--- config.mk ---
export PLATFORM = sky130hd
export DESIGN_NAME = mm_seq_ctrl
export DESIGN_NICKNAME = d
export VERILOG_FILES = /design/src/rtl/mm_seq_ctrl.sv
export SDC_FILE = /design/constraint.sdc
export NUM_CORES = 1
export LEC_CHECK = 0
export CORE_AREA = 3 3 267 269
export DETAILED_ROUTE_END_ITERATION = 16
export DIE_AREA = 0 0 270 272
export GPL_TIMING_DRIVEN = 0
export PLACE_DENSITY = 0.79
export SETUP_SLACK_MARGIN = 0.5
export SLEW_MARGIN = 20
export SYNTH_ARGS = -nofsm -noshare
export SYNTH_HDL_FRONTEND = slang
export SYNTH_SLANG_ARGS = --single-unit
--- constraint.sdc ---
create_clock -name i_clk -period 4.1 [get_ports i_clk]
set_input_delay 0.41 -clock i_clk [delete_from_list [all_inputs] [get_ports i_clk]]
set_output_delay 0.41 -clock i_clk [all_outputs]
set_load 0.03 [all_outputs]
--- src/rtl/mm_seq_ctrl.sv ---
// Job sequencer for the NxN systolic matmul array: clear, skewed edge feed, drain, capture, then hold the result.
// Result valid 3N-1+LAT edges after acceptance (one fewer when accumulating); i_en low stalls FEED/DRAIN; the result holds until i_out_ready.
module mm_seq_ctrl #(
  parameter int W   = 16,
  parameter int N   = 3,
  parameter int LAT = 1
) (
  input  logic               i_clk,
  input  logic               i_rst_n,
  input  logic               i_en,
  input  logic               i_in_valid,
  output logic               o_in_ready,
  input  logic               i_acc,
  input  logic [W*N*N-1:0]   i_A,
  input  logic [W*N*N-1:0]   i_B,
  output logic               o_arr_clr,
  output logic               o_arr_en,
  output logic [W*N-1:0]     o_a_row,
  output logic [W*N-1:0]     o_b_col,
  input  logic [W*N*N-1:0]   i_arr_C,
  output logic               o_out_valid,
  input  logic               i_out_ready,
  output logic [W*N*N-1:0]   o_C,
  output logic               o_busy
);

  localparam int KMAX = (2*N-2 > N-2+LAT) ? 2*N-2 : N-2+LAT;
  localparam int KW   = (KMAX > 0) ? $clog2(KMAX+1) : 1;
  localparam logic [KW-1:0] FEED_LAST  = KW'(2*N-2);
  localparam logic [KW-1:0] DRAIN_LAST = KW'(N-2+LAT);

  localparam logic [2:0] S_IDLE  = 3'd0;
  localparam logic [2:0] S_CLEAR = 3'd1;
  localparam logic [2:0] S_FEED  = 3'd2;
  localparam logic [2:0] S_DRAIN = 3'd3;
  localparam logic [2:0] S_DONE  = 3'd4;

  logic [2:0]         state;
  logic [KW-1:0]      k;
  logic [W*N*N-1:0]   a_q;
  logic [W*N*N-1:0]   b_q;
  logic [W*N-1:0]     a_nxt;
  logic [W*N-1:0]     b_nxt;

  assign o_in_ready = (state == S_IDLE);
  assign o_busy     = (state != S_IDLE);

  // Lane i carries A[i][k-i] and B[k-i][i]; outside the diagonal band it is zero.
  always_comb begin
    a_nxt = '0;
    b_nxt = '0;
    for (int i = 0; i < N; i++) begin
      if (int'(k) >= i && int'(k) - i < N) begin
        a_nxt[i*W +: W] = a_q[(N*N-1-(i*N+int'(k)-i))*W +: W];
        b_nxt[i*W +: W] = b_q[(N*N-1-((int'(k)-i)*N+i))*W +: W];
      end
    end
  end

  always_ff @(posedge i_clk or negedge i_rst_n) begin
    if (!i_rst_n) begin
      state       <= S_IDLE;
      k           <= '0;
      a_q         <= '0;
      b_q         <= '0;
      o_arr_clr   <= 1'b0;
      o_arr_en    <= 1'b0;
      o_a_row     <= '0;
      o_b_col     <= '0;
      o_out_valid <= 1'b0;
      o_C         <= '0;
    end else begin
      o_arr_clr <= 1'b0;
      o_arr_en  <= 1'b0;
      case (state)
        S_IDLE: begin
          if (i_in_valid) begin
            a_q       <= i_A;
            b_q       <= i_B;
            k         <= '0;
            o_arr_clr <= !i_acc;
            state     <= i_acc ? S_FEED : S_CLEAR;
          end
        end
        S_CLEAR: begin
          k     <= '0;
          state <= S_FEED;
        end
        S_FEED: begin
          if (i_en) begin
            o_arr_en <= 1'b1;
            o_a_row  <= a_nxt;
            o_b_col  <= b_nxt;
            if (k == FEED_LAST) begin
              k     <= '0;
              state <= S_DRAIN;
            end else begin
              k <= k + 1'b1;
            end
          end
        end
        S_DRAIN: begin
          if (i_en) begin
            o_arr_en <= 1'b1;
            o_a_row  <= '0;
            o_b_col  <= '0;
            if (k == DRAIN_LAST) begin
              k           <= '0;
              o_C         <= i_arr_C;
              o_out_valid <= 1'b1;
              state       <= S_DONE;
            end else begin
              k <= k + 1'b1;
            end
          end
        end
        S_DONE: begin
          if (i_out_ready) begin
            o_out_valid <= 1'b0;
            state       <= S_IDLE;
          end
        end
        default: state <= S_IDLE;
      endcase
    end
  end

endmodule

# After elaboration in Yosys (flattened, before gate mapping)
# Index checks and enable logic that the tools add are counted.
# word_totals
regBits	537
latchBits	0
ramBits	0
romBits	0
in_bits	438
output_inout_bits	245
memories	0
# op_classes
add_sub_neg	15
n_mul	3
div	0
n_lt_le_gt_ge	5
eq_ne	12
shifts	6
mux	33
bitwise_logic	0
reduce_logical	15
# ops
operator	count
$shiftx 144x10->16	3
$shiftx 144x13->16	2
$pmux 48 s2	2
$mux 48	3
$shiftx 144x9->16	1
$mux 16	6
$mux 3	11
$sub 5x8->9 const A	2
$pmux 3 s5	1
$mul 4x3->7 const B	2
$ne 2x2->1 const B	6
$pmux 3 s4	1
$sub 5x5->6 const A	2
$eq 3x2->1 const B	3
$add 7x2->8 const B	1
$add 7x3->8 const B	1
$lt 4x3->1 const B	2
$reduce_and 4->1	2
$mux 1	7
$eq 3x3->1 const B	2
$reduce_and 3->1	2
$reduce_and 6->1	1
$sub 4x5->6 const A	1
$mul 3x2->5 const B	1
other kinds (22)	24

# Logic depth before layout (Yosys ltp)
# depth
word_depth	8
depth_mapped	17
mapped_depth_nobuf	13

# Worst setup path before layout
# OpenSTA, ideal clock, no wires.
# synth_timing
path_kind	register -> register
start	register k[1]
end	register o_b_col[23]
arrival_ns	4.228
path_slack_ns	-0.254
path_stages_with_launch	18
path_buffers	4
cell_sequence	dfrtp_1 > clkbuf_1 > inv_2 > ha_1 > ha_1 > buf_2 > buf_1 > xor2_1 > inv_1 > ha_1 > inv_1 > fa_1 > inv_1 > a2111oi_2 > a31oi_2 > buf_2 > a211oi_1 > a221o_1
# synth_between
elab_chain_cells	8
# synth_rtl
element	line_no	source
start, declared	39	logic [KW-1:0] k;
start signal, assigned	98	k <= k + 1'b1;
start signal, assigned	113	k <= k + 1'b1;
$sub 3x1->4	53, 55	
$mul 4x3->7	55	b_nxt[i*W +: W] = b_q[(N*N-1-((int'(k)-i)*N+i))*W +: W];
$add 7x2->8	55	
$sub 5x8->9	55	
$shiftx 144x13->16	55	
$mux 16 (*)	53	if (int'(k) >= i && int'(k) - i < N) begin
$mux 48 (*)	90	if (i_en) begin
$pmux 48 s2 (*)	75	case (state)
end signal, assigned	93	o_b_col <= b_nxt;
end, declared	19	output logic [W*N-1:0] o_b_col,
# Mark *: on every way between the ends. The rest lies on a longest branch, timed or not. The select of a mux whose other input is x is not followed.
# A chain may end at the register's enable or synchronous reset.

# Worst setup path in the final report
# layout_timing
start	register k[2]
end	register o_b_col[39]
# layout_between
elab_chain_cells	8
# layout_rtl
element	line_no
$sub 3x2->4	53, 55
$mul 4x3->7	55
$add 7x3->8	55
$sub 5x8->9	55
$shiftx 144x13->16	55
$mux 16 (*)	53
$mux 48 (*)	90
$pmux 48 s2 (*)	75
# Marks and branches as above.

==> results.json <==
{
  "avgSynthCellArea_um2": 14.3,
  "yosysMostFrequentCell": "dfrtp_1",
  "place_hpwl_um": 81400,
  "gr-usage-all-layers": 0.277,
  "grt_pass1_wl_um": 150000,
  "max_slew.worst_pin.slew_ps": 1150,
  "path_depth": 9,
  "ff2ff_setup_slack_ps": 520,
  "nets": 3054,
  "first_pass_iters": 6,
  "row_count": 96,
  "postSynthNetCount": 2282,
  "start_util": 0.378,
  "skew_ps": 25.5,
  "final_util": 0.535,
  "cpPeakStageDelay_ps": 560,
  "antenna_found_initial": 18,
  "grt_pass1_vias": 21100,
  "slew_headroom": 0.229,
  "r2r-start": "k[2]",
  "clk_latency_ps": 640,
  "crit_path_start_kind": "register",
  "synth_top_family_by_area": "multiplexers",
  "wl_per_cell_um": 29.2,
  "ys_types": 64,
  "cts_buffers": 59,
  "synth-seq-area-share": 0.517,
  "crit_fanout": 10,
  "max_cap_viol_count": 0,
  "synth_simple_gate_area_frac": 0.0308,
  "slew_viol_final": 0,
  "core_mm2": 0.0688,
  "synth_mux_area_frac": 0.322,
  "hold_viol_final": 0,
  "startpoint": "k[2]",
  "cp_common_cell": "ha_2",
  "portBuffers": 682,
  "viasPerCell": 5.67,
  "synth_edf_count": 0,
  "fmax_mhz": 279,
  "grt_start_max_net_pins": 104,
  "area_growth_pct": 41.7,
  "drt_wl_total_um": 105000,
  "stdcell_count": 3583,
  "clock_sinks": 537,
  "netlist_top_cells_count": "537 x dfrtp_1, 448 x mux2_2, 104 x mux4_2, 99 x mux2i_1, 64 x nand2_1",
  "path_cells": "buf_2 > inv_1 > ha_2 > xor2_1 > ha_2 > clkbuf_2 > mux4_2 > mux2i_1 > o221ai_2",
  "ys_warn_count": 0,
  "cts_tree": "built",
  "first_iter_violations": 1763,
  "dp.cells": 3439,
  "postRouteAntennaNets": 0,
  "synth_ff_type": "dfrtp_1",
  "die_area_mm2": 0.0734,
  "p_per_area_mw_per_mm2": 1040,
  "finalCritPeriodShare": 0.873,
  "netlist_top_cells_area": "dfrtp_1 52%, mux2_2 19%, mux4_2 9.0%, mux2i_1 3.8%, a22oi_1 1.7%",
  "finalSetupViolCount": 0,
  "overflow": 0,
  "syn_area_mm2": 0.0260,
  "p_total_uw": 38200,
  "hold_start": "i_B[136]",
  "synth-adder-area-share": 0.0114,
  "ir_drop_mv": 0.671,
  "cp.required_ps": 4580,
  "synthCells": 1821,
  "r2r-end": "o_b_col[39]",
  "arrival_ps": 4060,
  "final.min_clock_period_ps": 3580,
  "cp_slowest_cell": "mux2i_1",
  "ys_ff_latch": 537,
  "ctsRootBufferMaster": "clkbuf_16",
  "postSynth.asyncResetShare": 1.00,
  "synth_compound_area_frac": 0.0830,
  "route.detailed.drc": 0,
  "rr_worst_depth": 9,
  "synth_top_area_frac": 0.517,
  "rsz0062_at_grt": "yes",
  "path_buf_inv": 3,
  "die_y_um": 272,
  "ios": 683,
  "status": "complete, no violations",
  "drive_gt1_frac": 0.322,
  "clk_path_buf_depth": 3,
  "endpoint_kind": "register",
  "cp-endpoint": "o_b_col[39]",
  "vias": 20300,
  "synth-xor-area-share": 0.00298,
  "synth_top_cell_by_area": "dfrtp_1",
  "die_w_um": 270,
  "path_clk_slew_ps": 70,
  "leakage_uw": 0.0153,
  "cts_max_level": 2,
  "hp-class": "in2reg",
  "place.gp.congestion": 0.962,
  "critPathKind": "reg2reg",
  "crit_family": "multiplexers"
}
==> what timing repair did <==
action | in CTS | in global routing
gates resized for setup | 65 | 34
setup buffers | 9 | 13
hold buffers | 1 | 0
cloned | 0 | 1
endpoints found under the setup margin | 38 | 46
pin swaps | 8 | 7
hold endpoints to repair | 84 | 0
==> per-stage QoR <==
stage                     hold slack [ps]  cell area (um2)  setup TNS (ps)  setup WS (ps)
after floorplan                       114            26000               0            520
after global placement                486            34000               -         -22500
after detailed placement              471            34200           -9360           -869
after CTS                             327            36500               0            392
after global routing                  352            36800               0            467
final                                 347            36800               0            522
==> layout make-up <==
type | count | area, um2
sequential | 537 | 13400
timing repair buffer | 711 | 7200
buffer | 134 | 880
tap | 931 | 1160
antenna | 15 | 37.5
clock buffer | 84 | 1750
multi-input combinational | 1120 | 12000
fill | 5695 | 32000
clock inverter | 21 | 185
inverter | 30 | 144
==> how the worst min path moves through the flow <==
stage                     cells after the start  slack [ps]           to
after CTS                                     3         330     b_q[134]
after global placement                        2         490  o_b_col[47]
after detailed placement                      1         470      o_C[10]
after floorplan                               0         110       a_q[0]
final                                         3         350     b_q[136]
after global routing                          3         350     b_q[136]
==> registers in the layout, indices dropped and copies added, names as in the netlist <==
name and flops:
o_arr_clr 1, b_q 144, o_b_col 48, o_C 144
o_out_valid 1, o_a_row 48, k 3, o_arr_en 1
a_q 144, state 3
==> routing by layer <==
| layer | track usage | up-vias | part of all wire |
|---|---|---|---|
| li1 | - | 8470 | - |
| met1 | 0.348 | 10400 | 0.38 |
| met2 | 0.457 | 1180 | 0.48 |
| met3 | 0.0613 | 235 | 0.084 |
| met4 | 0.127 | 4 | 0.051 |
| met5 | 0 | - | 0.00026 |
==> layout by cell type (no fill, tap or decap), types with 6 or more instances in the layout <==
master,Yosys,layout
mux2i_1,99,93
a22oi_1,60,60
clkbuf_8,0,16
o221ai_2,10,10
nor3_1,14,12
buf_2,59,51
o21ai_0,49,49
nand2_1,64,64
diode_2,0,15
a211oi_4,0,7
mux2_2,448,448
nand2b_1,7,7
buf_4,33,52
dfrtp_1,537,535
clkinv_2,0,12
a221o_1,39,39
mux2i_2,0,6
inv_1,26,26
clkbuf_1,32,30
o31ai_1,11,11
a2bb2oi_1,7,7
ha_1,22,17
buf_6,4,11
a211oi_1,22,11
and3_1,7,7
clkbuf_16,0,62
a221oi_1,14,13
clkdlybuf4s50_1,0,681
mux4_2,104,104
a21o_1,20,20
nor2_1,31,31
buf_12,0,6
nand3_1,8,7
a21oi_1,28,27
clkbuf_2,1,7
==> report_power, final <==
| part | internal (uW) | switching [uW] |
|---|---|---|
| Combinational | 10200 | 12600 |
| Clock | 3080 | 2240 |
| Sequential | 7820 | 2240 |
| Total | 21100 | 17100 |
==> cells by family after synthesis <==
| family | count (synthesis) |
|---|---|
| simple gates | 157 |
| xor+xnor | 8 |
| compound gates | 281 |
| buf+inv | 164 |
| mux | 651 |
| fa+ha+maj | 23 |
| flops | 537 |
==> worst min-delay path: cells and delay by family <==
kind,cells,cell delay (ps)
AO/OA/AOI/OAI,1,60
buffers and inverters,1,400
AND/OR/NAND/NOR,1,60
No activity file was read; power rests on OpenSTA's default activity.
